===== config.mk =====
export PLATFORM = sky130hd
export DESIGN_NAME = match_controller
export DESIGN_NICKNAME = d
export VERILOG_FILES = /design/src/rtl/match_controller.sv
export SDC_FILE = /design/constraint.sdc
export NUM_CORES = 1
export LEC_CHECK = 0
export CORE_MARGIN = 1.5
export CORE_UTILIZATION = 34
export DETAILED_ROUTE_END_ITERATION = 7
export PLACE_DENSITY_LB_ADDON = 0.3
export SYNTH_ARGS = -nofsm -noshare
export SYNTH_HDL_FRONTEND = slang
export SYNTH_SLANG_ARGS = --single-unit

===== constraint.sdc =====
create_clock -name clk -period 3.2 [get_ports clk]
set_input_delay 0.48 -clock clk [delete_from_list [all_inputs] [get_ports clk]]
set_output_delay 0.48 -clock clk [all_outputs]
set_load 0.01 [all_outputs]

===== src/rtl/match_controller.sv =====
// Match/round sequencer: tracks lives and saturating kill scores per tank and
// drives the freeze (game_over) and respawn controls for the engine.
module match_controller #(
    parameter int unsigned NUM_PLAYERS   = 2,
    parameter int unsigned LIVES         = 3,
    parameter int unsigned LIFE_W        = 2,
    parameter int unsigned SCORE_W       = 8,
    parameter int unsigned COUNTDOWN_CYC = 50_000_000,
    parameter int unsigned ROUND_END_CYC = 25_000_000,
    localparam int unsigned ID_W = (NUM_PLAYERS > 2) ? $clog2(NUM_PLAYERS) : 1
) (
    input  logic                           clk,
    input  logic                           reset,
    input  logic                           game_on,
    input  logic [NUM_PLAYERS-1:0]         hit,
    input  logic [NUM_PLAYERS*ID_W-1:0]    hit_by,
    output logic                           game_over,
    output logic [NUM_PLAYERS-1:0]         respawn,
    output logic [NUM_PLAYERS-1:0]         alive,
    output logic [NUM_PLAYERS*LIFE_W-1:0]  lives,
    output logic [NUM_PLAYERS*SCORE_W-1:0] score,
    output logic [2:0]                     state,
    output logic [ID_W-1:0]                winner,
    output logic                           winner_valid,
    output logic                           draw
);

    localparam int unsigned MAX_CYC = (COUNTDOWN_CYC > ROUND_END_CYC) ? COUNTDOWN_CYC : ROUND_END_CYC;
    localparam int unsigned TMR_W   = $clog2(MAX_CYC + 1);
    localparam int unsigned CNT_W   = $clog2(NUM_PLAYERS + 1);
    localparam int unsigned SUM_W   = SCORE_W + CNT_W;

    localparam logic [TMR_W-1:0]   CD_LAST    = TMR_W'(COUNTDOWN_CYC - 1);
    localparam logic [TMR_W-1:0]   RE_LAST    = TMR_W'(ROUND_END_CYC - 1);
    localparam logic [LIFE_W-1:0]  LIVES_INIT = LIFE_W'(LIVES);
    localparam logic [SCORE_W-1:0] SCORE_MAX  = '1;

    typedef enum logic [2:0] {
        S_IDLE       = 3'd0,
        S_COUNTDOWN  = 3'd1,
        S_PLAY       = 3'd2,
        S_ROUND_END  = 3'd3,
        S_MATCH_OVER = 3'd4
    } state_e;

    state_e                 state_q, state_d;
    logic [TMR_W-1:0]       timer_q, timer_d;
    logic [LIFE_W-1:0]      lives_q [NUM_PLAYERS];
    logic [LIFE_W-1:0]      lives_d [NUM_PLAYERS];
    logic [SCORE_W-1:0]     score_q [NUM_PLAYERS];
    logic [SCORE_W-1:0]     score_d [NUM_PLAYERS];
    logic [SCORE_W-1:0]     score_hit [NUM_PLAYERS];
    logic [NUM_PLAYERS-1:0] respawn_q, respawn_d;
    logic [NUM_PLAYERS-1:0] alive_q, alive_d;
    logic                   game_over_q, game_over_d;
    logic [ID_W-1:0]        winner_q, winner_d;
    logic                   winner_valid_q, winner_valid_d;
    logic                   draw_q, draw_d;

    logic [NUM_PLAYERS-1:0] alive_now;
    logic [NUM_PLAYERS-1:0] qual;
    logic [CNT_W-1:0]       n_alive;
    logic [ID_W-1:0]        last_idx;

    always_comb begin : alive_summary
        n_alive  = '0;
        last_idx = '0;
        for (int unsigned i = 0; i < NUM_PLAYERS; i++) begin
            alive_now[i] = (lives_q[i] != '0);
            qual[i]      = hit[i] && alive_now[i];
            if (alive_now[i]) begin
                n_alive  = n_alive + CNT_W'(1);
                last_idx = ID_W'(i);
            end
        end
    end

    // Attacker liveness uses pre-hit lives so mutual same-cycle kills both score.
    always_comb begin : kill_scoring
        logic [CNT_W-1:0] kills;
        logic [SUM_W-1:0] sum;
        kills = '0;
        sum   = '0;
        for (int unsigned a = 0; a < NUM_PLAYERS; a++) begin
            kills = '0;
            for (int unsigned v = 0; v < NUM_PLAYERS; v++) begin
                if (qual[v] && (v != a) && alive_now[a] &&
                    (hit_by[v*ID_W +: ID_W] == ID_W'(a))) begin
                    kills = kills + CNT_W'(1);
                end
            end
            sum          = SUM_W'(score_q[a]) + SUM_W'(kills);
            score_hit[a] = (sum > SUM_W'(SCORE_MAX)) ? SCORE_MAX : sum[SCORE_W-1:0];
        end
    end

    always_comb begin : next_state
        state_d        = state_q;
        timer_d        = timer_q;
        lives_d        = lives_q;
        score_d        = score_q;
        respawn_d      = '0;
        winner_d       = winner_q;
        winner_valid_d = winner_valid_q;
        draw_d         = draw_q;

        case (state_q)
            S_IDLE: begin
                if (game_on) begin
                    state_d   = S_COUNTDOWN;
                    timer_d   = '0;
                    respawn_d = '1;
                    for (int unsigned i = 0; i < NUM_PLAYERS; i++) begin
                        lives_d[i] = LIVES_INIT;
                        score_d[i] = '0;
                    end
                end
            end
            S_COUNTDOWN: begin
                if (!game_on) begin
                    state_d = S_IDLE;
                    timer_d = '0;
                end else if (timer_q == CD_LAST) begin
                    state_d = S_PLAY;
                    timer_d = '0;
                end else begin
                    timer_d = timer_q + TMR_W'(1);
                end
            end
            S_PLAY: begin
                if (!game_on) begin
                    state_d = S_IDLE;
                    timer_d = '0;
                end else if (|qual) begin
                    state_d = S_ROUND_END;
                    timer_d = '0;
                    score_d = score_hit;
                    for (int unsigned i = 0; i < NUM_PLAYERS; i++) begin
                        if (qual[i]) lives_d[i] = lives_q[i] - LIFE_W'(1);
                    end
                end
            end
            S_ROUND_END: begin
                if (!game_on) begin
                    state_d = S_IDLE;
                    timer_d = '0;
                end else if (timer_q == RE_LAST) begin
                    timer_d = '0;
                    if (n_alive >= CNT_W'(2)) begin
                        state_d   = S_COUNTDOWN;
                        respawn_d = alive_now;
                    end else begin
                        state_d = S_MATCH_OVER;
                        if (n_alive == CNT_W'(1)) begin
                            winner_d       = last_idx;
                            winner_valid_d = 1'b1;
                        end else begin
                            draw_d = 1'b1;
                        end
                    end
                end else begin
                    timer_d = timer_q + TMR_W'(1);
                end
            end
            S_MATCH_OVER: begin
                if (!game_on) begin
                    state_d        = S_IDLE;
                    winner_valid_d = 1'b0;
                    draw_d         = 1'b0;
                end
            end
            default: begin
                state_d = S_IDLE;
                timer_d = '0;
            end
        endcase

        game_over_d = (state_d != S_PLAY);
        for (int unsigned i = 0; i < NUM_PLAYERS; i++) begin
            alive_d[i] = (lives_d[i] != '0);
        end
    end

    always_ff @(posedge clk) begin
        if (reset) begin
            state_q        <= S_IDLE;
            timer_q        <= '0;
            respawn_q      <= '0;
            alive_q        <= '1;
            game_over_q    <= 1'b1;
            winner_q       <= '0;
            winner_valid_q <= 1'b0;
            draw_q         <= 1'b0;
            for (int unsigned i = 0; i < NUM_PLAYERS; i++) begin
                lives_q[i] <= LIVES_INIT;
                score_q[i] <= '0;
            end
        end else begin
            state_q        <= state_d;
            timer_q        <= timer_d;
            respawn_q      <= respawn_d;
            alive_q        <= alive_d;
            game_over_q    <= game_over_d;
            winner_q       <= winner_d;
            winner_valid_q <= winner_valid_d;
            draw_q         <= draw_d;
            lives_q        <= lives_d;
            score_q        <= score_d;
        end
    end

    always_comb begin : pack_outputs
        for (int unsigned i = 0; i < NUM_PLAYERS; i++) begin
            lives[i*LIFE_W +: LIFE_W]   = lives_q[i];
            score[i*SCORE_W +: SCORE_W] = score_q[i];
        end
    end

    assign state        = state_q;
    assign game_over    = game_over_q;
    assign respawn      = respawn_q;
    assign alive        = alive_q;
    assign winner       = winner_q;
    assign winner_valid = winner_valid_q;
    assign draw         = draw_q;

endmodule


==> results.py <==
metrics = {
    "global_route": {
        "antenna_found_initial": 0,
        "grt_overflow": 0,
        "grt_pass1_wl_um": 12100,
        "grt_pass1_vias": 2538,
        "grt_max_degree": 55,
        "grtUsageTotal_pct": 15.1,
    },
    "pwr": {
        "p_int_uw": 898,
        "total_power_uw": 1180,
        "powerDensity_nw_per_um2": 331,
        "ir_drop_mv": 0.157,
        "p_clk_share_pct": 33.9,
        "leakage_uw": 0.00118,
        "power_frac_seq_pct": 59.7,
        "switching_power_uw": 283,
        "combPwrFrac_pct": 6.5,
        "p_sw_share_pct": 24.0,
    },
    "timing": {
        "setup_viol": 0,
        "fin_ws_ns": 0.547,
        "post-route-period-util_pct": 82.9,
        "maxSlewViolCount": 0,
        "hold_viol": 0,
        "worst_pin_slew_ns": 1.11,
        "slew_headroom_pct": 25.4,
        "hold_ws_ns": 0.485,
        "rsz0062_at_grt": "no",
        "finClkSkew_ns": 0.0123,
        "finalSetupTns_ns": 0,
        "max_freq_mhz": 377,
        "post-route-min-period_ns": 2.65,
    },
    "cts": {
        "cts_resized": 0,
        "cts_tree": "yes",
        "htreeDepth": 2,
        "path_clk_slew_ns": 0.10,
        "hold_buffers": 0,
        "cts_inserted_buffers": 5,
        "worst_skew_pair.late_latency_ns": 0.31,
        "cts-root-buf": "clkbuf_8",
        "cts_max_path_buffers": 2,
        "postCtsSetupBuffers": 0,
        "clkSinkCount": 56,
    },
    "drt": {
        "wl_per_cell_um": 14.1,
        "via_per_inst": 5.54,
        "dr.pass1.iters": 4,
        "wl_um": 7080,
        "drt_first_iter_violations": 98,
        "drc": 0,
        "num_vias": 2776,
        "ant_nets": 0,
    },
    "yosys": {
        "synth.net_count": 380,
        "syn_inst": 365,
        "synth-edff-count": 0,
        "syn_area_um2": 3050,
        "syn-mean-instance-area_um2": 8.35,
        "ys.flop_type": "dfxtp_1",
        "yosysSeqAreaShare_pct": 36.8,
        "yosysWarningCount": 0,
        "synth-seq-cells": 56,
        "async_reset_ff_share_pct": 0,
        "ys_types": 56,
    },
    "die": {
        "die_x_um": 97.7,
        "die-area_um2": 9550,
        "start_util_pct": 35.0,
        "placement_rows": 34,
        "die_h_um": 97.7,
        "ios": 38,
        "design.core.area_um2": 8720,
    },
    "hold_path": {
        "hold_depth": 2,
        "hp-class": "reg -> reg",
        "whs_endpoint": "score[0]",
        "min-delay-start": "score[0]",
    },
    "place": {
        "gp_congestion": 0.787,
        "dpl.hpwl_um": 4970,
        "preCtsSetupSlack_ns": 0.422,
        "io_buffer_count": 37,
    },
    "finish": {
        "postLayoutCoreUtil_pct": 40.9,
        "antenna_cells": 0,
        "layout-drive-gt1-share_pct": 6.36,
        "area_growth_pct": 16.9,
        "nets": 407,
    },
    "critical_path": {
        "r2r_setup_slack_ns": 0.55,
        "critPathSlowestCell": "dfxtp_1",
        "crit_required_ns": 3.44,
        "r2r-end": "score[5]",
        "critPathMaxFanout": 8,
        "worstSetupStartpointType": "flop",
        "worst_path_most_repeated_cell": "ha_1",
        "rr_worst_depth": 11,
        "path_cells": "inv_1 > ha_1 > nand2b_1 > nor3_1 > ha_1 > ha_1 > and3_1 > nand4_1 > nor2_1 > o21ai_0 > a21oi_1",
        "path_class": "reg -> reg",
        "cp.arrival_ns": 2.89,
        "endpoint_kind": "flop",
        "reg2reg_from": "lives[2]",
        "cpPeakStageDelay_ns": 0.40,
    },
    "flow_run": {
        "cap_violations": 0,
    },
    "outcome": {
        "status": "complete, no violations",
    },
}
[cells in the mapped netlist, drive strengths merged, types with 2 or more instances]
library cell / n / area (um^2)
nand4b: 2 / 32.5
dfxtp: 56 / 1120
nor3: 29 / 145
and4: 4 / 35.0
clkbuf: 13 / 48.8
a21oi: 26 / 141
nand4: 12 / 75.1
nor4: 11 / 83.8
o31ai: 3 / 22.5
a311oi: 2 / 17.5
or4: 6 / 48.8
buf: 7 / 55.1
nor4b: 5 / 43.8
nor2b: 9 / 56.3
nand2b: 4 / 25.0
xnor2: 18 / 158
a41oi: 2 / 17.5
nor2: 14 / 52.6
a211oi: 9 / 72.6
o21a: 4 / 30.0
nand3: 12 / 60.1
nand2: 30 / 113
ha: 8 / 100
or3: 8 / 60.1
or2: 5 / 31.3
and2: 2 / 12.5
and3: 11 / 73.8
o21ai: 27 / 135
inv: 10 / 37.5
[registers in the layout, summed over array words and instances (netlist names)]
register,count
alive,2
draw,1
game_over,1
lives,4
respawn,1
score,16
state,3
timer_q,26
winner,1
winner_valid,1
[cell families after synthesis]
logic type / count (synthesis) / share of synthesized area (%)
AO/OA/AOI/OAI: 79 / 15.9
flip-flops: 56 / 36.8
XOR/XNOR: 19 / 5.46
buffers and inverters: 30 / 4.64
AND/OR/NAND/NOR: 172 / 33.6
adder cells (fa/ha/maj): 8 / 3.28
multiplexers: 1 / 0.328
[worst max-delay path, delay by kind of cell, from the launching register on]
| family | cells | cell delay, ns |
|---|---|---|
| AOI/OAI and AO/OA | 2 | 0.29 |
| DFF | 1 | 0.40 |
| buffers and inverters | 1 | 0.08 |
| and+or+nand+nor | 5 | 1.18 |
| adders and majority gates | 3 | 0.63 |
[how the worst max path moves through the flow]
stage / startpoint / endpoint / depth (start not counted)
floorplan: lives[2] / timer_q[25] / 9
global placement: game_on / timer_q[25] / 6
detailed placement: hit[1] / score[4] / 10
CTS: lives[2] / score[4] / 11
global route: lives[2] / score[5] / 11
finish: lives[2] / score[5] / 11
[final cells by class]
| cell class | instances | area, um^2 |
|---|---|---|
| Fill cell | 870 | 5150 |
| Timing Repair Buffer | 40 | 388 |
| Clock buffer | 6 | 82.6 |
| Multi-Input combinational cell | 279 | 1790 |
| Tap cell | 108 | 135 |
| Inverter | 10 | 37.5 |
| Clock inverter | 2 | 10.0 |
| Sequential cell | 56 | 1120 |
[placed cells by master, fill, tap and decap left out, types with 10 or more instances in the layout]
master | Yosys | routed
dfxtp_1 | 56 | 56
clkdlybuf4s50_1 | 0 | 36
nand2_1 | 30 | 30
nor3_1 | 29 | 28
o21ai_0 | 27 | 27
a21oi_1 | 25 | 25
xnor2_1 | 18 | 18
nor2_1 | 14 | 14
nand4_1 | 12 | 12
nand3_1 | 12 | 12
inv_1 | 10 | 10
and3_1 | 10 | 10
nor4_1 | 10 | 10
[power by group through the flow]
stage / combinational, uW / sequential (uW) / clock [uW]
after floorplan: 57.0 / 719 / 0
after global placement: 76.6 / 720 / 0
after detailed placement: 77.2 / 721 / 0
after CTS: 77.7 / 704 / 417
after global routing: 86.3 / 706 / 441
final: 76.5 / 704 / 400
[per-layer routing]
| metal | vias to the layer above | part of all wire (%) | global-route usage [%] | routed length (um) |
|---|---|---|---|---|
| li1 | 1401 | - | - | - |
| met5 | - | 0 | 0 | 0 |
| met1 | 1323 | 50 | 20.3 | 3530 |
| met3 | 7 | 3.4 | 2.81 | 244 |
| met4 | 0 | 0.86 | 3.30 | 61 |
| met2 | 45 | 46 | 25.2 | 3250 |
[per-stage QoR]
step	cells	area [um^2]
finish	501	3570
global route	501	3570
CTS	501	3570
detailed placement	493	3470
global placement	493	3470
floorplan	365	3050
(Power assumes the default switching activity.)
